`src/rtl/mult_share_arb_pkg.sv`:
```
// mult_arb_pkg: shared sizes, latency default and FSM encoding for the multiplier arbiter
package mult_arb_pkg;
    localparam int OP_W         = 4;
    localparam int PROD_W       = 8;
    localparam int MULT_LAT_DEF = 6;
    localparam int CNT_W        = 8;
    typedef enum logic [1:0] {S_IDLE, S_ISSUE, S_WAIT, S_DONE} state_t;
endpackage

```
`src/rtl/mult_share_arb_if.sv`:
```
// mult_share_arb_if: requester handshakes plus the shared-multiplier side of the arbiter
interface mult_share_arb_if;
    import mult_arb_pkg::*;
    logic              req0, req1;
    logic [OP_W-1:0]   a0, b0, a1, b1;
    logic              done0, done1;
    logic [PROD_W-1:0] result;
    logic              busy;
    logic              mult_start;
    logic [OP_W-1:0]   mult_multiplier, mult_multiplicand;
    logic [PROD_W-1:0] mult_product;
    modport slave (
        input  req0, req1, a0, b0, a1, b1, mult_product,
        output done0, done1, result, busy, mult_start, mult_multiplier, mult_multiplicand
    );
    modport master (
        output req0, req1, a0, b0, a1, b1, mult_product,
        input  done0, done1, result, busy, mult_start, mult_multiplier, mult_multiplicand
    );
endinterface

```
`src/rtl/mult_share_arb_rr_pick2.sv`:
```
// rr_pick2: two-way round-robin pick; on a tie the requester not served last wins
module rr_pick2 (
    input  logic req0,
    input  logic req1,
    input  logic last,
    output logic grant_valid,
    output logic grant_id
);
    assign grant_valid = req0 | req1;
    assign grant_id    = (req0 & req1) ? ~last : req1;
endmodule

```
`src/rtl/mult_share_arb.sv`:
```
// mult_share_arb: shares one external sequential 4x4 multiplier between two requesters
module mult_share_arb
    import mult_arb_pkg::*;
#(
    parameter int MULT_LAT = MULT_LAT_DEF
) (
    input logic clk,
    input logic rst,
    mult_share_arb_if.slave bus
);
    state_t            state_q, state_d;
    logic [CNT_W-1:0]  cnt_q, cnt_d;
    logic              gid_q, gid_d;
    logic              last_q, last_d;
    logic [OP_W-1:0]   mult_multiplier_q, mult_multiplier_d;
    logic [OP_W-1:0]   mult_multiplicand_q, mult_multiplicand_d;
    logic [PROD_W-1:0] result_q, result_d;
    logic              grant_valid, grant_id;

    rr_pick2 u_pick (
        .req0        (bus.req0),
        .req1        (bus.req1),
        .last        (last_q),
        .grant_valid (grant_valid),
        .grant_id    (grant_id)
    );

    // state register; last starts at 1 so requester 0 wins the first tie
    always_ff @(posedge clk) begin
        if (rst) begin
            state_q             <= S_IDLE;
            cnt_q               <= '0;
            gid_q               <= 1'b0;
            last_q              <= 1'b1;
            mult_multiplier_q   <= '0;
            mult_multiplicand_q <= '0;
            result_q            <= '0;
        end else begin
            state_q             <= state_d;
            cnt_q               <= cnt_d;
            gid_q               <= gid_d;
            last_q              <= last_d;
            mult_multiplier_q   <= mult_multiplier_d;
            mult_multiplicand_q <= mult_multiplicand_d;
            result_q            <= result_d;
        end
    end

    // next state: grant and latch operands in IDLE, count down the multiplier latency in WAIT
    always_comb begin
        state_d             = state_q;
        cnt_d               = cnt_q;
        gid_d               = gid_q;
        last_d              = last_q;
        mult_multiplier_d   = mult_multiplier_q;
        mult_multiplicand_d = mult_multiplicand_q;
        result_d            = result_q;
        case (state_q)
            S_IDLE: begin
                if (grant_valid) begin
                    gid_d               = grant_id;
                    mult_multiplier_d   = grant_id ? bus.a1 : bus.a0;
                    mult_multiplicand_d = grant_id ? bus.b1 : bus.b0;
                    state_d             = S_ISSUE;
                end
            end
            S_ISSUE: begin
                cnt_d   = CNT_W'(MULT_LAT);
                state_d = S_WAIT;
            end
            S_WAIT: begin
                cnt_d = cnt_q - 1'b1;
                if (cnt_q == CNT_W'(1)) begin
                    result_d = bus.mult_product;
                    state_d  = S_DONE;
                end
            end
            S_DONE: begin
                last_d  = gid_q;
                state_d = S_IDLE;
            end
            default: state_d = S_IDLE;
        endcase
    end

    // outputs decoded from state; done goes only to the granted requester
    always_comb begin
        bus.busy              = state_q != S_IDLE;
        bus.mult_start        = state_q == S_ISSUE;
        bus.done0             = (state_q == S_DONE) && !gid_q;
        bus.done1             = (state_q == S_DONE) && gid_q;
        bus.result            = result_q;
        bus.mult_multiplier   = mult_multiplier_q;
        bus.mult_multiplicand = mult_multiplicand_q;
    end
endmodule
```
`src/flat_wrapper.sv`:
```
// flat-port wrapper written by rule: the top's interface ports become plain ports
module mult_share_arb_flat import mult_arb_pkg::*;
#(
    parameter int MULT_LAT = MULT_LAT_DEF
)
  (clk, rst, bus_req0, bus_req1, bus_a0, bus_b0, bus_a1, bus_b1, bus_mult_product, bus_done0, bus_done1, bus_result, bus_busy, bus_mult_start, bus_mult_multiplier, bus_mult_multiplicand);
  mult_share_arb_if bus_i ();
  input logic clk;
  input logic rst;
  input wire logic [$bits(bus_i.req0)-1:0] bus_req0;
  input wire logic [$bits(bus_i.req1)-1:0] bus_req1;
  input wire logic [$bits(bus_i.a0)-1:0] bus_a0;
  input wire logic [$bits(bus_i.b0)-1:0] bus_b0;
  input wire logic [$bits(bus_i.a1)-1:0] bus_a1;
  input wire logic [$bits(bus_i.b1)-1:0] bus_b1;
  input wire logic [$bits(bus_i.mult_product)-1:0] bus_mult_product;
  output wire logic [$bits(bus_i.done0)-1:0] bus_done0;
  output wire logic [$bits(bus_i.done1)-1:0] bus_done1;
  output wire logic [$bits(bus_i.result)-1:0] bus_result;
  output wire logic [$bits(bus_i.busy)-1:0] bus_busy;
  output wire logic [$bits(bus_i.mult_start)-1:0] bus_mult_start;
  output wire logic [$bits(bus_i.mult_multiplier)-1:0] bus_mult_multiplier;
  output wire logic [$bits(bus_i.mult_multiplicand)-1:0] bus_mult_multiplicand;
  assign bus_i.req0 = bus_req0;
  assign bus_i.req1 = bus_req1;
  assign bus_i.a0 = bus_a0;
  assign bus_i.b0 = bus_b0;
  assign bus_i.a1 = bus_a1;
  assign bus_i.b1 = bus_b1;
  assign bus_i.mult_product = bus_mult_product;
  assign bus_done0 = bus_i.done0;
  assign bus_done1 = bus_i.done1;
  assign bus_result = bus_i.result;
  assign bus_busy = bus_i.busy;
  assign bus_mult_start = bus_i.mult_start;
  assign bus_mult_multiplier = bus_i.mult_multiplier;
  assign bus_mult_multiplicand = bus_i.mult_multiplicand;
  mult_share_arb #(.MULT_LAT(MULT_LAT)) u_core (.clk(clk), .rst(rst), .bus(bus_i));
endmodule
```
`config.mk`:
```
export PLATFORM = sky130hd
export DESIGN_NAME = mult_share_arb_flat
export DESIGN_NICKNAME = d
export VERILOG_FILES = /design/src/rtl/mult_share_arb_pkg.sv /design/src/rtl/mult_share_arb_if.sv /design/src/rtl/mult_share_arb_rr_pick2.sv /design/src/rtl/mult_share_arb.sv /design/src/flat_wrapper.sv
export SDC_FILE = /design/constraint.sdc
export NUM_CORES = 1
export LEC_CHECK = 0
export ABC_CLOCK_PERIOD_IN_PS = 5700
export CAP_MARGIN = 20
export CORE_MARGIN = 2
export CORE_UTILIZATION = 47
export DETAILED_ROUTE_END_ITERATION = 6
export GPL_ROUTABILITY_DRIVEN = 1
export PLACE_DENSITY = 0.8
export REMOVE_ABC_BUFFERS = 1
export SLEW_MARGIN = 20
export SYNTH_ARGS = -nofsm -noshare
export SYNTH_HDL_FRONTEND = slang
export SYNTH_HIERARCHICAL = 1
export SYNTH_SLANG_ARGS = --single-unit
```
`constraint.sdc`:
```
create_clock -name clk -period 5.7 [get_ports clk]
set_clock_uncertainty 0.2 [all_clocks]
set_input_delay 0.57 -clock clk [delete_from_list [all_inputs] [get_ports clk]]
set_output_delay 0.57 -clock clk [all_outputs]
set_load 0.05 [all_outputs]
```
==> qor.yml, run 1 <==
finish:
  post-route-util_pct: 67.3
  drive_above_1_share_pct: 3.24
  stdcell_area_um2: 1810
  syn2layout_area_growth_pct: 39.0
  layout.nets: 221
  n_antenna_cell: 0
  multiInputGateArea_um2: 679
  regArea_um2: 561
  fillers: 228
sta:
  period_share_pct: 46.8
  fmax_mhz: 374
  post-route-min-period_ns: 2.67
  setup_viol: 0
  max_slew.worst_pin.slew_ns: 0.845
  slew_headroom_pct: 43.5
  hold_slack_ns: 0.288
  fin_setup_tns_ns: 0
  rsz0062_at_grt: "false"
  finalHoldViolations: 0
  drv_slew: 0
min_path:
  holdPathStages: 2
  hp-class: "reg -> reg"
  hold_path_startpoint: "u_core/bus.result[6]"
  whs_endpoint: "u_core/bus.result[6]"
die:
  initial_core_util_pct: 48.4
  die_h_um: 56.6
  core_um2: 2690
  die_w_um: 56.6
  die_area_um2: 3210
  rows: 19
  boundaryPins: 48
synth:
  syn_inst: 143
  synth-seq-cells: 28
  yosys_warnings: 6
  yosysSeqAreaShare_pct: 43.1
  syn_area_um2: 1300
  ys_types: 35
  avgSynthCellArea_um2: 9.10
worst_setup_path:
  start_kind: "flip-flop"
  path_delay_family: "buffers and inverters"
  max_stage_delay_ns: 0.81
  timing.rr.end: "u_core/cnt_q[5]"
  reg2reg_setup_slack_ns: 3.37
  cp_common_cell: "inv_1"
  r2r_start: "u_core/state_q[1]"
  crit_type: "reg -> out"
  r2r_cells: 5
  path_cells: "inv_1, ha_1, inv_1, clkdlybuf4s50_1"
  required_ns: 4.93
  cp_max_fo: 4
  end_kind: "output port"
  path_buf_inv: 3
  crit_slowest_cell: "clkdlybuf4s50_1"
  worstPathArrival_ns: 1.90
global_route:
  grt_pass1_wl_mm: 5.11
  antenna_found_initial: 0
  overflow: 0
  grt_pass1_vias: 1207
  grt_max_degree: 25
  track_usage_pct: 19.8
routing:
  drt_first_pass_iters: 4
  remaining_drc_errors: 0
  dr.first_iter.drc_count: 37
  postRouteAntennaNets: 0
  vias_per_cell: 5.64
  drt-wirelength-per-cell_um: 14.3
  vias: 1218
  routed_wirelength_mm: 3.09
power_and_ir_drop:
  switchingPower_mw: 0.393
  p_clk_share_pct: 9.5
  swShare_pct: 46.8
  p_int_mw: 0.447
  pwr-share-comb_pct: 54.8
  irDropWorstVdd_v: 0.000379
  power_frac_seq_pct: 35.7
  cellPowerDensity_nw_per_um2: 464
  total_leakage_power_nw: 0.662
clock_network:
  cts_hold_buf: 0
  postCtsSetupRepairBufs: 0
  post_cts_resized: 0
  clk_path_buf_depth: 2
  cts_root_buf: "clkbuf_4"
  cts_htree_levels: 1
  clkLatencyLatePin_ns: 0.32
  cts_tree: "built"
  clk_pin_slew_ns: 0.14
  clkSinkCount: 28
  cts_buffers: 3
flow_run:
  maxCapViolCount: 0
placement:
  dpl_cell_area_um2: 1770
  hpwl_mm: 2.32
  place.gp.congestion: 0.802
  place.port_buffers: 47
status:
  outcome: "completed"
==> through the flow <==
step | worst slack, ns | instances | power (mW)
6_report | 3.03 | 216 | 0.840
5_1_grt | 2.91 | 216 | 0.896
3_3_place_gp | 3.15 | 212 | 0.735
3_5_place_dp | 3.03 | 212 | 0.754
4_1_cts | 3.01 | 215 | 0.835
2_1_floorplan | 3.58 | 134 | 0.615
==> cells by family (layout without fill, tap and decap cells) <==
logic type | count (synthesis) | after routing | share of synthesized area [%]
xor gates and xnor gates | 2 | 2 | 1.35
AOI/OAI and AO/OA | 42 | 42 | 20.1
buffers and inverters | 17 | 59 | 5.67
adders and majority gates | 6 | 6 | 5.77
DFF | 28 | 28 | 43.1
and+or+nand+nor | 38 | 38 | 16.3
muxes | 10 | 10 | 7.69
==> synthesized netlist by cell type <==
master / number / share of area, %
buf_6: 1 / 0.87
nor4bb_1: 1 / 0.77
ha_1: 6 / 5.8
buf_1: 1 / 0.29
xnor2_1: 1 / 0.67
inv_1: 8 / 2.3
a211o_1: 1 / 0.67
mux2i_1: 10 / 7.7
a21oi_1: 13 / 5.0
or4_1: 2 / 1.2
a41o_1: 1 / 0.77
o21ai_0: 12 / 4.6
o41ai_1: 1 / 0.67
or2_1: 1 / 0.48
a211oi_1: 8 / 4.6
nand2b_1: 2 / 0.96
or3_1: 4 / 1.9
nor2_1: 13 / 3.8
a221oi_1: 1 / 0.67
nand3_1: 8 / 3.1
xor2_1: 1 / 0.67
and2_1: 2 / 0.96
o221ai_1: 1 / 0.67
a311oi_1: 1 / 0.67
buf_2: 2 / 0.77
clkbuf_1: 5 / 1.4
nand3b_1: 1 / 0.58
a21o_1: 1 / 0.58
nor3b_1: 1 / 0.58
or4b_1: 1 / 0.77
a21boi_1: 1 / 0.58
nor4_1: 1 / 0.48
o31ai_1: 1 / 0.58
nand4bb_1: 1 / 0.87
dfxtp_1: 28 / 43
==> final cells by class <==
| cell class | count | share of cell area, % |
|---|---|---|
| timing repair buffer | 48 | 26.4 |
| sequential | 28 | 31.0 |
| tap | 31 | 2.14 |
| clock buffer | 3 | 1.24 |
| inverter | 8 | 1.66 |
| multi-input combinational | 98 | 37.6 |
==> tightest hold or removal path: cells and delay by family (launching register included) <==
kind / cells / cell delay, ns
compound gates: 2 / 0.12
flops: 1 / 0.33
==> worst max path at each step <==
stage	start	to	slack (ns)	depth (start not counted)
after global placement	bus_req1	u_core/bus.mult_multiplicand[1]	3.15	4
after floorplan	u_core/state_q[1]	u_core/cnt_q[5]	3.58	5
after detailed placement	bus_req1	u_core/bus.mult_multiplier[0]	3.03	4
after CTS	u_core/state_q[1]	bus_busy	3.01	4
after global routing	u_core/state_q[0]	bus_busy	2.91	4
final	u_core/state_q[1]	bus_busy	3.03	4
==> registers in the layout, indices dropped and copies added, names as in the netlist <==
signal,flops
u_core/cnt_q,8
u_core/bus.mult_multiplier,4
u_core/bus.mult_multiplicand,4
u_core/last_q,1
u_core/gid_q,1
u_core/bus.result,8
u_core/state_q,2
==> layer usage <==
metal,track usage [%],vias up,routed length (µm),part of all wire (%)
li1,-,602,-,-
met1,22.1,584,1270,41
met2,36.4,28,1680,54
met3,3.69,4,108,3.5
met4,7.82,0,31,1.0
met5,0,-,0,0
==> power groups by stage <==
| stage | clock network (mW) | registers [mW] | logic [mW] |
|---|---|---|---|
| final | 0.0799 | 0.300 | 0.460 |
| after global routing | 0.0896 | 0.310 | 0.497 |
| after CTS | 0.0821 | 0.297 | 0.456 |
| after detailed placement | 0 | 0.301 | 0.452 |
| after global placement | 0 | 0.296 | 0.439 |
| after floorplan | 0 | 0.358 | 0.257 |
==> layout by cell type, fill, tap and decap left out <==
cell type / n
xor2_1: 1
o221ai_1: 1
xnor2_1: 1
nand2b_1: 2
a21boi_1: 1
a211o_1: 1
buf_4: 1
a211oi_1: 8
o21ai_0: 12
or3_1: 4
or4_1: 2
mux2i_1: 10
nor3b_1: 1
nor4_2: 1
dfxtp_1: 28
nand4bb_1: 1
a41o_1: 1
or4b_1: 1
a311oi_1: 1
nand3_1: 8
or2_1: 1
clkdlybuf4s50_1: 47
and2_1: 2
ha_1: 6
o31ai_1: 1
a21o_1: 1
clkbuf_4: 3
o41ai_1: 1
a21oi_1: 13
nor2_1: 13
a221oi_1: 1
inv_1: 8
nand3b_1: 1
nor4bb_2: 1
Note: power is estimated with default switching activity, not from simulation.
==> run 2, diff against run 1 <==
- ABC_CLOCK_PERIOD_IN_PS: 5700 -> 2600
- CORE_UTILIZATION: 47 -> 43
- PLACE_DENSITY: 0.8 -> 0.74
- clock period: 5.7 -> 2.6 ns (I/O delays scaled with it)
==> qor.yml, run 2 (synthesis results as in run 1) <==
status:
  outcome: "completed"  # unchanged
routing:
  drt_first_pass_iters: 4  # unchanged
  vias: 1211  # was 1,218
  routed_wirelength_mm: 3.11  # was 3.09 mm
  dr.first_iter.drc_count: 41  # was 37
  drt-wirelength-per-cell_um: 14.2  # was 14.3 µm
  postRouteAntennaNets: 0  # unchanged
  remaining_drc_errors: 0  # unchanged
  vias_per_cell: 5.50  # was 5.64
power_and_ir_drop:
  p_clk_share_pct: 10.9  # was 9.5%
  swShare_pct: 45.7  # was 46.8%
  total_leakage_power_nw: 0.682  # was 0.662 nW
  power_mw: 1.89  # was 0.840 mW
  cellPowerDensity_nw_per_um2: 1030  # was 464 nW/µm²
  p_int_mw: 1.03  # was 0.447 mW
  switchingPower_mw: 0.862  # was 0.393 mW
  pwr-share-comb_pct: 54.6  # was 54.8%
  irDropWorstVdd_v: 0.000686  # was 0.000379 V
  power_frac_seq_pct: 34.4  # was 35.7%
global_route:
  track_usage_pct: 18.7  # was 19.8%
  overflow: 0  # unchanged
  grt_max_degree: 18  # was 25
  antenna_found_initial: 0  # unchanged
  grt_pass1_wl_mm: 5.00  # was 5.11 mm
  grt_pass1_vias: 1172  # was 1,207
worst_setup_path:
  crit_type: "reg -> out"  # unchanged
  path_depth: 4  # unchanged
  r2r_cells: 5  # unchanged
  required_ns: 2.14  # was 4.93 ns
  reg2reg_setup_slack_ns: 0.29  # was 3.37 ns
  path_delay_family: "buffers and inverters"  # unchanged
  end_kind: "output port"  # unchanged
  max_stage_delay_ns: 0.82  # was 0.81 ns
  r2r_start: "u_core/state_q[1]"  # unchanged
  cp_max_fo: 3  # was 4
  path_buf_inv: 3  # unchanged
  worstPathArrival_ns: 1.92  # was 1.90 ns
  crit_slowest_cell: "clkdlybuf4s50_1"  # unchanged
  path_cells: "inv_1, ha_1, inv_1, clkdlybuf4s50_1"  # unchanged
  timing.rr.end: "u_core/cnt_q[5]"  # unchanged
  start_kind: "flip-flop"  # unchanged
  endpoint: "bus_busy"  # unchanged
  cp_common_cell: "inv_1"  # unchanged
  startpoint: "u_core/state_q[0]"  # was u_core/state_q[1]
finish:
  final_cell_mix: "clkdlybuf4s50_1, dfxtp_1, nor2_1, a21oi_1, o21ai_0"  # unchanged
  final_common_cell: "clkdlybuf4s50_1"  # unchanged
  layout.nets: 224  # was 221
  drive_above_1_share_pct: 4.23  # was 3.24%
  fillers: 252  # was 228
  syn2layout_area_growth_pct: 40.9  # was 39.0%
  n_antenna_cell: 0  # unchanged
die:
  boundaryPins: 48  # unchanged
  die_area_um2: 3480  # was 3210 µm²
  initial_core_util_pct: 46.4  # was 48.4%
  rows: 19  # unchanged
  die_w_um: 59.0  # was 56.6 µm
  die_h_um: 59.0  # was 56.6 µm
  core_um2: 2810  # was 2690 µm²
clock_network:
  clk_pin_slew_ns: 0.15  # was 0.14 ns
  postCtsSetupRepairBufs: 0  # unchanged
  clk_path_buf_depth: 2  # unchanged
  clkSinkCount: 28  # unchanged
  cts_root_buf: "clkbuf_4"  # unchanged
  clkLatencyLatePin_ns: 0.32  # about the same
  cts_htree_levels: 1  # unchanged
  cts_tree: "built"  # unchanged
  cts_buffers: 3  # unchanged
  post_cts_resized: 0  # unchanged
  cts_hold_buf: 0  # unchanged
sta:
  drv_slew: 0  # unchanged
  setup_viol: 0  # unchanged
  period_share_pct: 91.5
  max_slew.worst_pin.slew_ns: 0.571  # was 0.845 ns
  fmax_mhz: 420
  rsz0062_at_grt: "false"  # unchanged
  fin_setup_tns_ns: 0  # unchanged
  post-route-min-period_ns: 2.38
  finalHoldViolations: 0  # unchanged
  layout_setup_ws_ns: 0.221  # was 3.03 ns
  slew_headroom_pct: 62.0  # was 43.5%
min_path:
  hp-class: "reg -> reg"  # unchanged
placement:
  hpwl_mm: 2.46  # was 2.32 mm
  place.gp.congestion: 0.794  # was 0.802
  place.port_buffers: 47  # unchanged
  dp_slack_ns: 0.303  # was 3.03 ns
flow_run:
  maxCapViolCount: 0  # unchanged
[run 2: worst min-delay path, stage by stage (launching register included)]
cell and delay [ns]:
dfxtp_1 0.33, o21ai_0 0.06, a21oi_1 0.06
[run 2: per-stage QoR]
stage               cell area [µm²]  util, %  hold WS, ns  instances
CTS                            1830     65.3        0.280        220
global placement               1800     64.1        0.246        216
finish                         1830     65.3        0.281        220
floorplan                      1260        -        0.129        134
detailed placement             1800     64.1        0.267        216
global route                   1830     65.3        0.271        220
[run 2: area by class of cell]
cell class	instances	area (µm²)	share of cell area [%]
well taps	31	38.8	2.12
repair buffers	51	500	27.3
clock buffers	4	36.3	1.98
flip-flops and latches	28	561	30.6
multi-input cells	98	667	36.4
inverters	8	30.0	1.64
[run 2: per-layer routing]
layer / wire length [µm] / track usage, % / up-vias / part of all wire [%]
li1: - / - / 611 / -
met1: 1290 / 21.0 / 561 / 41
met2: 1640 / 34.1 / 35 / 53
met3: 143 / 3.06 / 4 / 4.6
met4: 42 / 8.77 / 0 / 1.3
met5: 0 / 0 / - / 0
[run 2: worst min path at each step]
stage,start,end,slack [ns],cells after the start
2_1_floorplan,rst,u_core/bus.result[0],0.13,1
3_3_place_gp,u_core/last_q,u_core/last_q,0.25,1
3_5_place_dp,u_core/bus.result[5],u_core/bus.result[5],0.27,2
4_1_cts,bus_mult_product[7],u_core/bus.result[7],0.28,3
5_1_grt,bus_mult_product[2],u_core/bus.result[2],0.27,3
6_report,u_core/bus.result[5],u_core/bus.result[5],0.28,2
[run 2: power by group through the flow]
stage,logic [mW],registers (mW),clock network (mW)
finish,1.03,0.651,0.207
global route,1.13,0.668,0.235
CTS,1.04,0.649,0.216
detailed placement,1.03,0.658,0
global placement,1.00,0.648,0
floorplan,0.564,0.784,0
